--- src/rtl/gameover_lives_controller_if.sv ---
// rtl/gameover_lives_controller_if.sv - pixel-side bundle between renderers, banner ROM and the lives controller
interface gameover_lives_controller_if #(
  parameter int NUM_OBJ = 4,
  parameter int HRES    = 1280
);
  logic                     fsync;
  logic [NUM_OBJ-1:0]       active_obj;
  logic                     active_paddle;
  logic signed [11:0]       hpos;
  logic signed [11:0]       vpos;
  logic [HRES-1:0]          banner_row;
  logic [7:0]               banner_addr;
  logic [3:0]               lives;
  logic [1:0]               state;
  logic                     game_over;
  logic                     use_overlay;
  logic [7:0]               pixel_overlay [3];

  modport master (
    output fsync, active_obj, active_paddle, hpos, vpos, banner_row,
    input  banner_addr, lives, state, game_over, use_overlay, pixel_overlay
  );

  modport slave (
    input  fsync, active_obj, active_paddle, hpos, vpos, banner_row,
    output banner_addr, lives, state, game_over, use_overlay, pixel_overlay
  );
endinterface

--- src/rtl/gameover_lives_controller.sv ---
// rtl/gameover_lives_controller.sv - frame-synchronous play/miss/game-over controller with life counter and overlay
module gameover_lives_controller #(
  parameter int          HRES          = 1280,
  parameter int          VRES          = 720,
  parameter int          PADDLE_H      = 20,
  parameter int          NUM_OBJ       = 4,
  parameter int          LIVES         = 3,
  parameter int          MISS_PAUSE    = 32,
  parameter int          RESTART_PAUSE = 128,
  parameter int          BANNER_H      = 200,
  parameter int          BANNER_VSTART = (VRES - BANNER_H) >> 1,
  parameter logic [23:0] COLOR_GMO     = 24'hDD4F83,
  parameter logic [23:0] COLOR_MISS    = 24'hFF0000
) (
  input  logic                          pixel_clk,
  input  logic                          rst,
  gameover_lives_controller_if.slave    pix
);

  typedef enum logic [1:0] {
    PLAY = 2'd0,
    MISS = 2'd1,
    OVER = 2'd2
  } state_t;

  localparam int          CHECK_ROW    = VRES - PADDLE_H;
  localparam int          BANNER_VEND  = BANNER_VSTART + BANNER_H;
  localparam int          HW           = $clog2(HRES);
  localparam logic [7:0]  MISS_LAST    = 8'(MISS_PAUSE - 1);
  localparam logic [7:0]  RESTART_LAST = 8'(RESTART_PAUSE - 1);
  localparam logic [3:0]  LIVES_INIT   = 4'(LIVES);

  state_t             state_q, state_d;
  logic [3:0]         lives_q, lives_d;
  logic [7:0]         pause_q, pause_d;
  logic [NUM_OBJ-1:0] passing_q, passing_d;
  logic [NUM_OBJ-1:0] caught_q, caught_d;
  logic               game_over_q, game_over_d;

  int                 hpos_i;
  int                 vpos_i;
  logic               miss_frame;
  logic               row_bit;
  logic               banner_on;
  logic               blink_on;
  logic [23:0]        color;

  assign hpos_i     = int'(pix.hpos);
  assign vpos_i     = int'(pix.vpos);
  // Any object that crossed the check row without touching the paddle is a miss.
  assign miss_frame = |(passing_q & ~caught_q);

  // Next-state: flag capture on the check row in PLAY, all transitions on fsync.
  always_comb begin
    state_d     = state_q;
    lives_d     = lives_q;
    pause_d     = pause_q;
    passing_d   = passing_q;
    caught_d    = caught_q;
    if (pix.fsync) begin
      passing_d = '0;
      caught_d  = '0;
      case (state_q)
        PLAY: begin
          if (miss_frame) begin
            lives_d = lives_q - 4'd1;
            pause_d = 8'd0;
            state_d = (lives_q == 4'd1) ? OVER : MISS;
          end
        end
        MISS: begin
          if (pause_q == MISS_LAST) begin
            state_d = PLAY;
            pause_d = 8'd0;
          end else begin
            pause_d = pause_q + 8'd1;
          end
        end
        OVER: begin
          if (pause_q == RESTART_LAST) begin
            state_d = PLAY;
            lives_d = LIVES_INIT;
            pause_d = 8'd0;
          end else begin
            pause_d = pause_q + 8'd1;
          end
        end
        default: state_d = PLAY;
      endcase
    end else if (state_q == PLAY && vpos_i == CHECK_ROW) begin
      passing_d = passing_q | pix.active_obj;
      caught_d  = caught_q | (pix.active_obj & {NUM_OBJ{pix.active_paddle}});
    end
    game_over_d = (state_d == OVER);
  end

  // State register; reset restores a fresh game with no pending flags.
  always_ff @(posedge pixel_clk) begin
    if (rst) begin
      state_q     <= PLAY;
      lives_q     <= LIVES_INIT;
      pause_q     <= 8'd0;
      passing_q   <= '0;
      caught_q    <= '0;
      game_over_q <= 1'b0;
    end else begin
      state_q     <= state_d;
      lives_q     <= lives_d;
      pause_q     <= pause_d;
      passing_q   <= passing_d;
      caught_q    <= caught_d;
      game_over_q <= game_over_d;
    end
  end

  // Overlay selection: banner in OVER, paddle blink during the lit half of each 8-frame MISS cycle.
  always_comb begin
    row_bit = 1'b0;
    if (hpos_i >= 0 && hpos_i < HRES) begin
      row_bit = pix.banner_row[pix.hpos[HW-1:0]];
    end
    banner_on = (state_q == OVER) && (vpos_i >= BANNER_VSTART) && (vpos_i < BANNER_VEND) && row_bit;
    blink_on  = (state_q == MISS) && !pause_q[2] && pix.active_paddle;
    if (banner_on) begin
      color = COLOR_GMO;
    end else if (blink_on) begin
      color = COLOR_MISS;
    end else begin
      color = 24'h000000;
    end
    pix.pixel_overlay[2] = color[23:16];
    pix.pixel_overlay[1] = color[15:8];
    pix.pixel_overlay[0] = color[7:0];
    pix.use_overlay      = game_over_q | blink_on;
  end

  assign pix.banner_addr = 8'(pix.vpos - 12'(BANNER_VSTART));
  assign pix.lives       = lives_q;
  assign pix.state       = state_q;
  assign pix.game_over   = game_over_q;

endmodule

--- src/flat_wrapper.sv ---
// flat-port wrapper written by rule: the top's interface ports become plain ports
module gameover_lives_controller_flat 
#(
  parameter int          HRES          = 1280,
  parameter int          VRES          = 720,
  parameter int          PADDLE_H      = 20,
  parameter int          NUM_OBJ       = 4,
  parameter int          LIVES         = 3,
  parameter int          MISS_PAUSE    = 32,
  parameter int          RESTART_PAUSE = 128,
  parameter int          BANNER_H      = 200,
  parameter int          BANNER_VSTART = (VRES - BANNER_H) >> 1,
  parameter logic [23:0] COLOR_GMO     = 24'hDD4F83,
  parameter logic [23:0] COLOR_MISS    = 24'hFF0000
)
  (pixel_clk, rst, pix_fsync, pix_active_obj, pix_active_paddle, pix_hpos, pix_vpos, pix_banner_row, pix_banner_addr, pix_lives, pix_state, pix_game_over, pix_use_overlay, pix_pixel_overlay);
  gameover_lives_controller_if #(.NUM_OBJ(NUM_OBJ), .HRES(HRES)) pix_i ();
  input  logic pixel_clk;
  input  logic rst;
  input wire logic [$bits(pix_i.fsync)-1:0] pix_fsync;
  input wire logic [$bits(pix_i.active_obj)-1:0] pix_active_obj;
  input wire logic [$bits(pix_i.active_paddle)-1:0] pix_active_paddle;
  input wire logic [$bits(pix_i.hpos)-1:0] pix_hpos;
  input wire logic [$bits(pix_i.vpos)-1:0] pix_vpos;
  input wire logic [$bits(pix_i.banner_row)-1:0] pix_banner_row;
  output wire logic [$bits(pix_i.banner_addr)-1:0] pix_banner_addr;
  output wire logic [$bits(pix_i.lives)-1:0] pix_lives;
  output wire logic [$bits(pix_i.state)-1:0] pix_state;
  output wire logic [$bits(pix_i.game_over)-1:0] pix_game_over;
  output wire logic [$bits(pix_i.use_overlay)-1:0] pix_use_overlay;
  output wire logic [$bits(pix_i.pixel_overlay)-1:0] pix_pixel_overlay;
  assign pix_i.fsync = pix_fsync;
  assign pix_i.active_obj = pix_active_obj;
  assign pix_i.active_paddle = pix_active_paddle;
  assign pix_i.hpos = pix_hpos;
  assign pix_i.vpos = pix_vpos;
  assign pix_i.banner_row = pix_banner_row;
  assign pix_banner_addr = pix_i.banner_addr;
  assign pix_lives = pix_i.lives;
  assign pix_state = pix_i.state;
  assign pix_game_over = pix_i.game_over;
  assign pix_use_overlay = pix_i.use_overlay;
  assign pix_pixel_overlay = {>>{pix_i.pixel_overlay}};
  gameover_lives_controller #(.HRES(HRES), .VRES(VRES), .PADDLE_H(PADDLE_H), .NUM_OBJ(NUM_OBJ), .LIVES(LIVES), .MISS_PAUSE(MISS_PAUSE), .RESTART_PAUSE(RESTART_PAUSE), .BANNER_H(BANNER_H), .BANNER_VSTART(BANNER_VSTART), .COLOR_GMO(COLOR_GMO), .COLOR_MISS(COLOR_MISS)) u_core (.pixel_clk(pixel_clk), .rst(rst), .pix(pix_i));
endmodule
--- config.mk ---
export PLATFORM = sky130hd
export DESIGN_NAME = gameover_lives_controller_flat
export DESIGN_NICKNAME = d
export VERILOG_FILES = /design/src/rtl/gameover_lives_controller_if.sv /design/src/rtl/gameover_lives_controller.sv /design/src/flat_wrapper.sv
export SDC_FILE = /design/constraint.sdc
export NUM_CORES = 1
export LEC_CHECK = 0
export ABC_AREA = 1
export BUFFER_PORTS_ARGS = -buffer_cell sky130_fd_sc_hd__buf_2
export CAP_MARGIN = 10
export CORE_AREA = 2 2 522 524
export CTS_CLUSTER_DIAMETER = 40
export CTS_CLUSTER_SIZE = 28
export DETAILED_ROUTE_END_ITERATION = 10
export DIE_AREA = 0 0 524 526
export MAX_ROUTING_LAYER = met4
export PLACE_DENSITY = 0.3
export SETUP_SLACK_MARGIN = 0.15
export SLEW_MARGIN = 20
export SYNTH_ARGS = -nofsm -noshare
export SYNTH_HDL_FRONTEND = slang
export SYNTH_SLANG_ARGS = --single-unit
export TNS_END_PERCENT = 100
--- constraint.sdc ---
create_clock -name pixel_clk -period 2.07 [get_ports pixel_clk]
set_input_delay 0.207 -clock pixel_clk [delete_from_list [all_inputs] [get_ports pixel_clk]]
set_output_delay 0.207 -clock pixel_clk [all_outputs]
set_load 0.005 [all_outputs]
# Yosys cells after proc, flatten, opt, wreduce, memory -nomap -nowiden
# Index checks and enable logic that the tools add are counted.
# classes
add_sub_neg	3
multipliers	0
div	0
magnitude_cmp	5
n_eq_ne	9
n_shift	0
n_mux	18
n_bitwise	6
reduce_logical	15
# ops
op	n
$mux 24	2
$mux 8	3
$pmux 8 s3	1
$eq 12x11->1 const B	1
$ge 12x1->1 const B	1
$ge 12x10->1 const B	1
$lt 11x12->1 const B	1
$lt 12x10->1 const B	1
$lt 12x12->1 const B	1
$bmux 1 s11	1
$mux 2	5
$add 8x1->8 const B	1
$and 4x4->4	2
$eq 8x5->1 const B	1
$eq 8x7->1 const B	1
$mux 4	2
$or 4x4->4	2
$pmux 4 s2	1
$sub 8x4->8 const B	1
$logic_and 1x1->1	7
$pmux 2 s3	1
$eq 2x2->1 const B	2
$eq 4x1->1 const B	1
$ne 2x1->1 const B	2
13 further kinds	14
# word_totals
reg_bits	23
latch_bits	0
mem_bits_rw	0
rom_bits	0
input_bits	1312
out_inout_bits	40
mem_count	0

# Logic depth before layout (Yosys ltp)
# depth
ltp_word	7
mapped_depth	22
mapped_depth_nobuf	19

# Worst setup path before layout
# No wires, ideal clock.
# synth_timing
kind	input -> output
startpoint	input port pix_hpos[1]
endpoint	output port pix_pixel_overlay[10]
arrival_ns	1.979
required_time_ns	1.863
path_slack_ns	-0.116
stages	19
n_path_buf	5
cell_sequence	buf_2 buf_4 buf_4 buf_2 o21ai_0 o22ai_1 nand2_1 nand3_1 nand3_1 nand2_1 nand2_1 nand3_1 nand3_1 nand2_1 nand3_1 nand2_1 nand2_1 inv_1 buf_4
# synth_via
elab_chain_len	5
word_cells_on_any_way	8
classes_between	order compare: 2; mux: 4; reduce/logical: 2
# synth_lines
item	line	text
from (decl)	flat_wrapper.sv:23	input wire logic [$bits(pix_i.hpos)-1:0] pix_hpos;
$bmux 1 s11, or another cell as far along	gameover_lives_controller.sv:120	row_bit = pix.banner_row[pix.hpos[HW-1:0]];
$mux 1 (implied by the code) / $logic_and 1x1->1 (equally long branches)	gameover_lives_controller.sv:120, gameover_lives_controller.sv:119	
$mux 1 *	gameover_lives_controller.sv:119	if (hpos_i >= 0 && hpos_i < HRES) begin
$logic_and 1x1->1 *	gameover_lives_controller.sv:122	banner_on = (state_q == OVER) && (vpos_i >= BANNER_VSTART) && (vpos_i < BANNER_VEND) && row_bit;
net u_core.banner_on	gameover_lives_controller.sv:44	logic banner_on;
$mux 24 *	gameover_lives_controller.sv:124	if (banner_on) begin
to (decl)	flat_wrapper.sv:31	output wire logic [$bits(pix_i.pixel_overlay)-1:0] pix_pixel_overlay;
# The timed path passes the listed nets; every way through them passes the cells marked *. The select of a mux whose other input is x is not followed.

# Worst setup path after layout
# layout_timing
startpoint	input port pix_hpos[0]
endpoint	output port pix_pixel_overlay[2]
# layout_via
elab_chain_len	5
word_cells_on_any_way	8
classes_between	order compare: 2; mux: 4; reduce/logical: 2
# layout_lines
item	line
$bmux 1 s11, or another cell as far along	gameover_lives_controller.sv:120
$mux 1 (implied by the code) / $logic_and 1x1->1 (equally long branches)	gameover_lives_controller.sv:120, gameover_lives_controller.sv:119
$mux 1 *	gameover_lives_controller.sv:119
$logic_and 1x1->1 *	gameover_lives_controller.sv:122
$mux 24 *	gameover_lives_controller.sv:124
# Mark *: on every way between the ends. The rest lies on a longest branch, timed or not. The select of a mux whose other input is x is not followed.

==> flow_results.org <==
** Placed design
- Instance count after placement with tap cells included :: 8,048
- RePlAce Congestion :: a little over 0.9
- DPL Wire Length :: roughly 160 mm
- Prior to clock tree synthesis, the placed netlist has a worst setup slack of -2.13 ns.
- The count of buffers added on input and output ports is 1,343.

** Route
- The first TritonRoute pass finished after 6 iterations.
- Using the TritonRoute via totals, the vias-per-cell ratio works out to around 3.5.
- The final layout contains routed wiring with a total length of between 150 and 200 mm.
- After the first detailed-routing iteration, the DRC count stood at around 1.5k.
- The highest metal layer carrying signal wires in the routed design is met4.
- Detailed routing placed a total of between 90 and 100 mm of wire on met2.
- Total via count in the routed design :: around 28k
- In this run the remaining antenna-violating nets after routing total 0.
- Wire length on met1 :: around 79 mm
- Drt wl/cell :: roughly 24 um
- In the detailed route, the total length drawn on met3 is approximately 12 mm.
- After detailed routing, the number of remaining DRC violations is 0.

** Timing
- Final Max Tran Viols :: 0
- For the final database, setup skew stands at about 0.011 ns.
- For the final routed database, the setup TNS stands at -15.27 ns.
- Setup violations remaining at the end of the flow were counted as 16.
- Final worst path period need :: ~3.0 ns
- Number of failing hold endpoints at the final stage :: 0
- Of the available clock period, the critical path in the final layout requires 147%.
- Setup repair after global routing could not meet its margin everywhere.
- Final WS setup :: -0.977 ns
- Based on the critical path, the design can be clocked at up to around 0.33 GHz.

** Critical path
- Data on the critical path arrives at its endpoint at ~2.8 ns.
- Crit-path max cell delay :: 0.24 ns
- In this run the worst path has a maximum fanout of 11.
- The worst setup path is of the primary input to output port kind.
- Worst EP required :: 1.86 ns
- Endpoint kind of the worst setup timing path :: output port
- STA classifies the critical path startpoint as a primary input.
- Among all stages on the critical path, the largest delay is contributed by sky130_fd_sc_hd__nand3_2.
- WP buf/inv :: 8
- Top Family by Delay on Critical Path :: simple AND/OR/NAND/NOR gates

** Synthesis
- Counting every instance in the synthesized netlist gives 3,050.
- Synth area leaders :: sky130_fd_sc_hd__nand3_1 (37%), sky130_fd_sc_hd__nand2_1 (32%), sky130_fd_sc_hd__buf_2 (5.8%)
- The biggest area contributor in the post-synthesis netlist is sky130_fd_sc_hd__nand3_1.
- The share of synthesized area in the top cell type comes to approximately 37%.
- After synthesis, the netlist uses 34 different library cells.
- The average instance in the mapped netlist occupies around 4.6 sq um.
- The synthesized design contains 23 register bits.
- Of the synthesized area, sequential elements account for under 10%.
- Number of warnings issued by yosys :: 0
- Total standard cell area after synthesis :: 0.0142 sq mm

** Die
- The floorplan step defined a core boundary enclosing around 0.27 sq mm.
- Die Width :: approximately 520 um
- Starting density of the core :: 5.26%
- Boundary Pins :: around 1.4k
- The floorplan step set the die height to 526 um.
- The die covers approximately 0.28 sq mm.
- Std cell rows :: between 150 and 200

** Finish
- After the flow finishes, the layout carries non-filler instances totaling around 8.2k.
- Total of fill cells in the finished design :: 32.0k
- The net count of the finished layout is slightly below 6k.
- Layout Area Growth over Synthesis :: 127%
- Cells with a size suffix above 1 make up ~48% of the layout.
- Leaving out fill and tap cells, the most frequent cell in the layout is sky130_fd_sc_hd__buf_2.
- In the layout the commonest cells are sky130_fd_sc_hd__buf_2 (1,336), sky130_fd_sc_hd__nand2_1 (1,144), sky130_fd_sc_hd__nand3_1 (816).

** Clock tree
- Number of buffers added by the clock tree synthesis step :: 3
- Latest clock arrival within the worst-skew pair :: 0.27 ns
- Sinks on the clock net :: 23
- Clock root buffer master :: sky130_fd_sc_hd__clkbuf_16
- TritonCTS built the clock tree.
- Hold repair after CTS inserted 0 buffers.
- Buffers from clock root to sink, at most :: 2
- Clock-pin slew reported for the worst setup and hold paths after clock tree synthesis :: approximately 0.060 ns
- In this run the number of H-tree levels came out at 1.

** Power and ir drop
- PD cells :: ~250 mW/mm^2
- Leak Pwr :: ~0.015 uW
- IR analysis of the VDD net gives a maximum drop of 0.245 mV.

** GRT
- Entering global routing, the biggest net connects 45 pins.
- GRT Util Overall :: between 10% and 20%
- Wire length of the first global-routing pass :: roughly 250 mm
- The number of antenna violations at the first check in global routing is 95.
- Total grt overflow :: 0
- Via count of the first global-routing pass :: just under 30k

** Flow run
- Max-cap check violation count :: 0

** Outcome
- Outcome :: complete, but fails checks
- The final reports fail on setup timing.

** Worst hold path
- Worst min path class :: primary input to register
==> cells by family after synthesis <==
| logic type | count (synthesis) | share of synthesized area [%] |
|---|---|---|
| fa+ha+maj | 10 | 0.882 |
| xor+xnor | 4 | 0.247 |
| other cells | 1 | 0.0264 |
| buf+inv | 353 | 12.7 |
| flops | 23 | 3.25 |
| compound gates | 241 | 9.41 |
| simple gates | 2418 | 73.4 |
==> repair_timing <==
item	4_1_cts	5_1_grt
gates cloned	24	2
endpoints found under the setup margin	23	30
buffers inserted	56	10
pin swaps	87	59
gates resized for setup	456	110
==> path summary, 6_finish.rpt <==
check,slack (ns),from,cells past startpoint,to
max,-0.98,pix_hpos[0],25,pix_pixel_overlay[2]
min,0.20,pix_active_obj[2],3,u_core.passing_q[2]
max reg2reg,0.11,u_core.pause_q[0],15,u_core.pix.game_over
min reg2reg,0.46,u_core.passing_q[1],2,u_core.passing_q[1]
==> Yosys cell counts (all sizes together) <==
cell type / count
o21ai: 141
inv: 50
nor3: 8
o21a: 2
ha: 10
o22ai: 66
clkinv: 1
nand2: 1204
nand3b: 1
nor4: 2
a31oi: 1
a21oi: 18
a211oi: 3
o211a: 1
nor3b: 1
a22oi: 2
a32oi: 2
dfxtp: 23
nand4: 2
and2: 1
o211ai: 4
conb: 1
clkbuf: 44
nor2: 153
xor2: 3
xnor2: 1
nand3: 1046
a221oi: 1
buf: 258
==> power by group <==
part | internal (uW) | switching, uW | total, uW
Combinational | 3060 | 3960 | 7020
Sequential | 442 | 0.0153 | 442
Clock | 263 | 195 | 458
==> stage by stage <==
step	utilization, %	total power [uW]	hold WS [ns]	area (sq um)
global route	11.9	8610	0.221	32100
floorplan	-	2770	0.349	14700
global placement	10.4	6750	0.442	28000
finish	11.9	7920	0.205	32100
CTS	11.6	8060	0.198	31400
detailed placement	10.4	6670	0.452	28000
==> flip-flops by register name, indices dropped and copies added (netlist names) <==
signal	count
u_core.caught_q	4
u_core.passing_q	4
u_core.pix.state	2
u_core.pix.game_over	1
u_core.pix.lives	4
u_core.pause_q	8
==> worst register-to-register path: stages (launching register included) <==
cell and delay, ns:
sky130_fd_sc_hd__dfxtp_2 0.36, sky130_fd_sc_hd__ha_4 0.15, sky130_fd_sc_hd__nand2_4 0.06, sky130_fd_sc_hd__nor2_4 0.13
sky130_fd_sc_hd__inv_2 0.05, sky130_fd_sc_hd__nor3_2 0.10, sky130_fd_sc_hd__inv_1 0.07, sky130_fd_sc_hd__nor2_1 0.09
sky130_fd_sc_hd__nor2_1 0.06, sky130_fd_sc_hd__inv_1 0.07, sky130_fd_sc_hd__o21ai_2 0.08, sky130_fd_sc_hd__o21ai_1 0.15
sky130_fd_sc_hd__o21ai_1 0.09, sky130_fd_sc_hd__a22oi_1 0.14, sky130_fd_sc_hd__nor2_1 0.08, sky130_fd_sc_hd__and2_1 0.17
==> metal layers <==
metal | vias up | GRT usage [%]
met5 | - | -
met4 | 0 | 3.95
met3 | 219 | 2.17
met2 | 1433 | 23.6
met1 | 13400 | 15.7
li1 | 13400 | -
==> area by class of cell <==
class | count | area, sq um | area share (%)
Sequential cell | 23 | 464 | 1.44
Clock buffer | 3 | 75.1 | 0.234
Multi-Input combinational cell | 2681 | 14000 | 43.7
Timing Repair inverter | 1 | 16.3 | 0.0506
Clock inverter | 1 | 7.51 | 0.0234
Tap cell | 3570 | 4470 | 13.9
Inverter | 51 | 258 | 0.802
Antenna cell | 63 | 158 | 0.491
Timing Repair Buffer | 1814 | 12600 | 39.3
(Power assumes the default switching activity.)
